## src/rtl/uart_transmitter.sv

```systemverilog
// UART transmitter: 8N1 by default, LSB first, idle-high, with a one-entry holding register.
// Defining UART_TX_PARITY_EN inserts a parity bit between the data and stop bits.
module uart_transmitter #(
  parameter int unsigned DATA_BITS  = 8,
  parameter int unsigned STOP_BITS  = 1,
  parameter bit          PARITY_ODD = 1'b0
) (
  input  logic       clk,
  input  logic       rst,
  input  logic       baud_tick,
  input  logic [7:0] data_in,
  input  logic       tx_valid,
  output logic       tx_ready,
  output logic       tx_serial,
  output logic       tx_busy,
  output logic       tx_done
);

  localparam int unsigned IDX_W  = 3;
  localparam int unsigned STOP_W = 1;

`ifdef UART_TX_PARITY_EN
  typedef enum logic [2:0] {S_IDLE, S_START, S_DATA, S_PARITY, S_STOP} state_e;
`else
  typedef enum logic [1:0] {S_IDLE, S_START, S_DATA, S_STOP} state_e;
`endif

  state_e               state_q;
  logic [DATA_BITS-1:0] hold_q;
  logic                 hold_full_q;
  logic                 hold_full_d;
  logic [DATA_BITS-1:0] shift_q;
  logic [IDX_W-1:0]     bit_idx_q;
  logic [STOP_W-1:0]    stop_cnt_q;
  logic                 tx_serial_q;
  logic                 tx_ready_q;
  logic                 tx_busy_q;
  logic                 tx_done_q;
`ifdef UART_TX_PARITY_EN
  logic                 parity_q;
`endif

  logic write_en;
  logic last_bit;
  logic last_stop;
  logic frame_end;
  logic load_en;
  logic unused_cfg;

  // Upper data_in bits are ignored for narrow frames; parity sense is unused without parity.
  assign unused_cfg = ^{PARITY_ODD, data_in};

  assign write_en  = tx_valid && tx_ready_q;
  assign last_bit  = (bit_idx_q == IDX_W'(DATA_BITS - 1));
  assign last_stop = (stop_cnt_q == STOP_W'(STOP_BITS - 1));
  assign frame_end = baud_tick && (state_q == S_STOP) && last_stop;
  // A held byte launches on a tick from IDLE, or straight off the last stop bit.
  assign load_en   = baud_tick && hold_full_q && ((state_q == S_IDLE) || frame_end);

  // Write and load never coincide: a load needs a full register, a write an empty one.
  always_comb begin
    hold_full_d = hold_full_q;
    if (write_en) begin
      hold_full_d = 1'b1;
    end else if (load_en) begin
      hold_full_d = 1'b0;
    end
  end

  always_ff @(posedge clk or posedge rst) begin
    if (rst) begin
      state_q     <= S_IDLE;
      hold_q      <= '0;
      hold_full_q <= 1'b0;
      shift_q     <= '0;
      bit_idx_q   <= '0;
      stop_cnt_q  <= '0;
      tx_serial_q <= 1'b1;
      tx_ready_q  <= 1'b1;
      tx_busy_q   <= 1'b0;
      tx_done_q   <= 1'b0;
`ifdef UART_TX_PARITY_EN
      parity_q    <= 1'b0;
`endif
    end else begin
      hold_full_q <= hold_full_d;
      tx_ready_q  <= !hold_full_d;
      tx_done_q   <= frame_end;

      if (write_en) begin
        hold_q <= data_in[DATA_BITS-1:0];
      end

      if (load_en) begin
        shift_q     <= hold_q;
        tx_serial_q <= 1'b0;
        tx_busy_q   <= 1'b1;
        state_q     <= S_START;
`ifdef UART_TX_PARITY_EN
        parity_q    <= (^hold_q) ^ PARITY_ODD;
`endif
      end else if (baud_tick) begin
        case (state_q)
          S_START: begin
            tx_serial_q <= shift_q[0];
            bit_idx_q   <= '0;
            state_q     <= S_DATA;
          end
          S_DATA: begin
            if (last_bit) begin
`ifdef UART_TX_PARITY_EN
              tx_serial_q <= parity_q;
              state_q     <= S_PARITY;
`else
              tx_serial_q <= 1'b1;
              stop_cnt_q  <= '0;
              state_q     <= S_STOP;
`endif
            end else begin
              shift_q     <= shift_q >> 1;
              tx_serial_q <= shift_q[1];
              bit_idx_q   <= bit_idx_q + IDX_W'(1);
            end
          end
`ifdef UART_TX_PARITY_EN
          S_PARITY: begin
            tx_serial_q <= 1'b1;
            stop_cnt_q  <= '0;
            state_q     <= S_STOP;
          end
`endif
          S_STOP: begin
            tx_serial_q <= 1'b1;
            if (last_stop) begin
              tx_busy_q <= 1'b0;
              state_q   <= S_IDLE;
            end else begin
              stop_cnt_q <= stop_cnt_q + STOP_W'(1);
            end
          end
          default: begin
            tx_serial_q <= 1'b1;
          end
        endcase
      end
    end
  end

  assign tx_serial = tx_serial_q;
  assign tx_ready  = tx_ready_q;
  assign tx_busy   = tx_busy_q;
  assign tx_done   = tx_done_q;

  // Handshake invariants: ready mirrors an empty holding register; done is a single-cycle pulse.
  a_ready_mirrors_hold: assert property (@(posedge clk) disable iff (rst) tx_ready_q == !hold_full_q);
  a_done_single:        assert property (@(posedge clk) disable iff (rst) tx_done_q |=> !tx_done_q);

endmodule

```

## config.mk

```make
export PLATFORM = sky130hd
export DESIGN_NAME = uart_transmitter
export DESIGN_NICKNAME = d
export VERILOG_FILES = /design/src/rtl/uart_transmitter.sv
export SDC_FILE = /design/constraint.sdc
export NUM_CORES = 1
export LEC_CHECK = 0
export ABC_AREA = 0
export CAP_MARGIN = 20
export CORE_MARGIN = 2
export CORE_UTILIZATION = 54
export CTS_CLUSTER_DIAMETER = 150
export DETAILED_ROUTE_END_ITERATION = 10
export PLACE_DENSITY = 0.89
export REMOVE_ABC_BUFFERS = 1
export SKIP_LAST_GASP = 1
export SYNTH_ARGS = -nofsm -noshare
export SYNTH_HDL_FRONTEND = slang
export SYNTH_SLANG_ARGS = --single-unit
```

## constraint.sdc

```tcl
create_clock -name clk -period 2 [get_ports clk]
set_input_delay 0.4 -clock clk [delete_from_list [all_inputs] [get_ports clk]]
set_output_delay 0.4 -clock clk [all_outputs]
set_load 0.01 [all_outputs]
```

Yosys cells after proc, flatten, opt, wreduce, memory -nomap -nowiden
Index checks and enable logic that the tools add are counted.

word-level totals
  flip-flop bits (word level) = 27
  output and inout bits = 4
  input bits = 12
  logic and storage cells = 67

cells by class
  add/subtract/negate cells = 2
  mux-type cells = 24
  reductions and logical operators = 19
  bitwise gates (word level) = 2
  equality and inequality tests = 10

operators with widths
  operator                                             number
  two-way mux 8 bit                                    4
  AND reduction 4 bit                                  3
  two-way mux 1 bit                                    11
  nonzero test 2 bit                                   5
  two-way mux 2 bit                                    4
  != test 3 bit, second input constant                 2
  one-hot mux 2 bit (3 select lines)                   1
  one-hot mux 3 bit (2 select lines)                   1
  AND reduction 3 bit                                  2
  logical AND 1 bit                                    5
  equality test 2 bit, second input constant           2
  != test 2 x 1 -> 1 bit, second input constant        2
  != test 2 bit, second input constant                 2
  one-hot mux 1 bit (2 select lines)                   2
  nonzero test 4 bit                                   1
  adder 3 x 1 -> 3 bit, second input constant          1
  equality test 3 bit, second input constant           1
  two-way mux 3 bit                                    1
  equality test 2 x 1 -> 1 bit, second input constant  1
  logical NOT 2 bit                                    1
  NOT 1 bit                                            2
  adder 1 bit, second input constant                   1
  logical NOT 1 bit                                    1
  logical OR 1 bit                                     1

Depth between registers and ports, before layout
  word-level depth = 8
  gate-level depth with buffers = 6
  gate-level depth less buffers = 5

Least setup slack after synthesis
Ideal clock, no wire load.

  path type = register to register
  start = register bit_idx_q[0]
  end = register shift_q[0]
  path slack = 254 ps
  data arrival time = 1621 ps
  stages on the path, launching flop included = 7
  buffers on the path = 1
  required time = 1875 ps
  setup time = 125 ps
  period minus slack after synthesis = 1746 ps
  cells stage by stage = dfrtp_1 ha_1 ha_1 and2b_1 o21a_1 buf_6 mux2_2

between the ends
  word-level cells in the longest chain between the ends = 3

RTL lines
  what                                     RTL line  source
  start: declaration                       33        logic [IDX_W-1:0] bit_idx_q;
  start signal: assignment                 122       bit_idx_q <= bit_idx_q + IDX_W'(1);
  equality test 3 bit                      54        assign last_bit = (bit_idx_q == IDX_W'(DATA_BITS - 1));
  != test 2 x 1 -> 1 bit (no source line)  n/a
  AND reduction 3 bit (no source line)     n/a
  end signal: assignment                   95        shift_q <= hold_q;
  end signal: assignment                   120       shift_q <= shift_q >> 1;
  end: declaration                         32        logic [DATA_BITS-1:0] shift_q;

Every way passes these cells.
A chain may end at the register's enable or synchronous reset.

Final worst setup path
Same ends and word-level chain as after synthesis.

==> results.txt <==
----------------------------------------------------
[STA]
  Final max-slew violation count ... 0
  Final worst-path setup slack ... 0.0910 ns
  Maximum clock frequency ... 0.524 GHz
  Final setup violating endpoints ... 0
  Worst clock skew on the final layout ... 0.00506 ns
  Setup TNS Final ... 0 ns
  Post-layout minimum cycle time ... 1.91 ns
  Number of hold violations in the final report ... 0
  RSZ-0062 raised after global routing ... no
  Pin slew with the least headroom to its limit ... 0.421 ns
  Ratio of final minimum period to clock period ... 0.954
  Max transition margin ... 0.719

[Synthesis]
  Number of enable-type register cells in the synthesized netlist ... 0
  Number of synthesis warnings ... 0
  Biggest area consumer among synthesized cells ... sky130_fd_sc_hd__dfrtp_1
  Synthesized instance count ... 96
  Sequential element share of the synthesized area ... 0.509
  Mean post-synth cell area ... 13.4 um^2
  Yosys top cell area share ... 0.468
  FF+latch count, synth ... 26
  Post-synth ARST share ... 1.00
  Cell area after synthesis ... 1280 um^2
  Yosys cell types ... 22
  Flip-flop cell with the highest count after synthesis ... sky130_fd_sc_hd__dfrtp_1
  Largest cells by area after synthesis ... sky130_fd_sc_hd__dfrtp_1, sky130_fd_sc_hd__mux2_4, sky130_fd_sc_hd__mux2_2, sky130_fd_sc_hd__ha_1, sky130_fd_sc_hd__dfstp_2

[Routing]
  Total iterations of the first detailed-routing run ... 4
  Remaining DRCs ... 0
  Avg WL per Cell ... 14.1 um
  Via total after detailed routing ... 790
  Starting DRT DRC Count ... 8
  Residual antenna-violating net count after detailed routing ... 0
  Final Routed Wirelength ... 2.07 mm
  DR vias/cell ... 5.37

[Global route]
  Wire length of the first global-routing pass ... 3.83 mm
  Via count of the first global-routing pass ... 880
  Initial antenna violation count ... 0
  Total overflow reported by the global router ... 0
  Maximum number of pins on one net before global-route repair ... 27
  Aggregate global-route resource usage ... 0.189

[Critical path]
  Data arrival at the endpoint of the critical path ... 2.14 ns
  Crit end category ... flop
  Crit path cell chain ... ha_1 -> ha_1 -> and2b_1 -> o21a_1 -> buf_12 -> mux2_2
  Required time at the endpoint of the critical path ... 2.23 ns
  Timing startpoint of the critical path ... bit_idx_q[0]
  Critical path fanouts, max ... 8
  Critical R2R Launch ... bit_idx_q[0]
  Critical path launch point type ... flop
  Dominant cell type by count on the critical path ... sky130_fd_sc_hd__ha_1
  Delay of the slowest cell on the worst path ... 0.42 ns
  Critical-path cell with the highest stage delay ... sky130_fd_sc_hd__dfrtp_1
  Type of the setup path with the least slack ... flop to flop

[Floorplan]
  Die H ... 52.8 um
  Width of the die ... 52.8 um
  # rows ... 17
  Core outline area ... 2230 um^2
  Boundary Pins ... 16
  Area of the die ... 2780 um^2
  Initial core utilization ... 0.575

[CTS]
  Maximum buffer depth of the clock tree ... 2
  TritonCTS clock tree ... yes
  Clock sink count ... 26
  Gates resized, CTS repair ... 0
  Count of hold buffers inserted by post-cts repair ... 0
  TritonCTS buffer count ... 3
  CTS H-Tree Depth ... 1
  Source-to-sink clock delay at the later pin of the worst-skew pair ... 0.32 ns
  Clock transition at the registers of the reported paths ... 0.14 ns
  Root Buffer ... sky130_fd_sc_hd__clkbuf_4
  Post-CTS Repair Setup Buffers ... 0

[Final layout]
  Layout overhead on the synthesized area ... 21.2%
  Most frequent standard cell in the layout excluding fill and tap cells ... sky130_fd_sc_hd__dfrtp_1
  Combined area of the multi-input logic cells ... 574 um^2
  Flip-flop and latch area ... 653 um^2
  Diode insertion count for antenna repair ... 0
  Commonest cells after routing, fill and taps aside ... sky130_fd_sc_hd__dfrtp_1, sky130_fd_sc_hd__clkdlybuf4s50_1, sky130_fd_sc_hd__mux2_4, sky130_fd_sc_hd__mux2_2, sky130_fd_sc_hd__inv_1
  Final design instance area without fill ... 1560 um^2
  Nets@finish ... 139
  Fraction of layout cells with a size suffix above 1 ... 0.319
  Fillers ... 171

[Power and ir drop]
  Clock Power Share ... 0.153
  Leakage power figure ... 0.730 nW
  Switching part of the total ... 0.310
  Internal power contribution ... 1.63 mW
  Total power ... 2.36 mW
  Combinational share of power ... 0.455
  Sw Pwr ... 732 uW
  Power density over cell area ... 1520 nW/um^2
  Sequential share of power ... 0.392
  Max IR drop VDD ... 0.927 mV

[Job]
  Max Cap Viol ... 0

[Placement]
  Cell Area, Placed ... 1500 um^2
  Port Buffer Count ... 15
  Post-Place Worst Slack ... 0.0949 ns
  HPWL after detailed placement ... 1.54 mm
  Final estimated routing congestion in global placement ... 0.793

[Min path]
  Hold Crit Class ... input pin to async pin

[Run status]
  Run status ... complete, no violations

----------------------------------------------------
## final timing paths
| path | to | slack [ns] | cells past startpoint |
|---|---|---|---|
| max in group asynchronous | tx_serial | 1.30 | 3 |
| min in group clk | bit_idx_q[0] | 0.50 | 1 |
| max reg2reg | shift_q[0] | 0.09 | 6 |
| min reg2reg | bit_idx_q[0] | 0.50 | 1 |
| max | shift_q[0] | 0.09 | 6 |
| min | shift_q[6] | 0.41 | 3 |
## cells in the mapped netlist (2+ instances only)
cell type and count:
sky130_fd_sc_hd__nand3_1 2, sky130_fd_sc_hd__o21ai_0 7, sky130_fd_sc_hd__dfstp_2 2, sky130_fd_sc_hd__dfrtp_1 24
sky130_fd_sc_hd__mux2_4 12, sky130_fd_sc_hd__nand2_1 6, sky130_fd_sc_hd__mux2_2 11, sky130_fd_sc_hd__o311ai_0 2
sky130_fd_sc_hd__o21a_1 2, sky130_fd_sc_hd__buf_6 2, sky130_fd_sc_hd__ha_1 7, sky130_fd_sc_hd__inv_1 9
## layout make-up
cell class,count,share of cell area
clock buffer,3,0.0145
clock inverter,1,0.0193
inverter,9,0.0217
multi-input combinational,59,0.369
sequential,26,0.420
tap,28,0.0225
timing repair buffer,21,0.133
## kinds of logic (layout without fill, tap and decap cells)
family / Yosys count / count (layout) / synth area share
AOI/OAI and AO/OA: 16 / 16 / 0.0867
muxes: 24 / 24 / 0.245
adders and majority gates: 7 / 7 / 0.0682
DFF: 26 / 26 / 0.509
and+or+nand+nor: 12 / 12 / 0.0478
buffers and inverters: 11 / 34 / 0.0439
## per-stage QoR
stage / cells / util / hold WS [ns]
2_1_floorplan: 94 / - / 0.439
3_3_place_gp: 143 / 0.673 / 0.466
3_5_place_dp: 143 / 0.673 / 0.485
4_1_cts: 147 / 0.697 / 0.418
5_1_grt: 147 / 0.697 / 0.467
6_report: 147 / 0.697 / 0.405
## critical path: cells and delay by family (launching register included)
family / cells / cell delay [ns]
AOI/OAI and AO/OA: 1 / 0.18
adders and majority gates: 2 / 0.44
buffers and inverters: 1 / 0.14
DFF: 1 / 0.42
muxes: 1 / 0.33
and+or+nand+nor: 1 / 0.31
## routing by layer
metal,GRT usage,up-vias,part of all wire
met5,0,-,0
met4,0.0641,0,0
met3,0.0257,0,0.035
met2,0.340,17,0.52
met1,0.229,391,0.44
li1,-,382,-
## state kept, by name (all words and copies together), names as in the netlist
register / flops
state_q: 2
tx_busy: 1
hold_full_q: 1
hold_q: 8
bit_idx_q: 3
shift_q: 8
tx_ready: 1
tx_serial: 1
tx_done: 1
## power groups by stage
stage	Sequential (mW)	Clock, mW	Combinational (mW)
after CTS	0.927	0.369	1.09
final	0.924	0.361	1.07
after global routing	0.956	0.388	1.20
after global placement	0.925	0	1.03
after floorplan	0.911	0	0.763
after detailed placement	0.939	0	1.08
No activity file was read; power rests on OpenSTA's default activity.
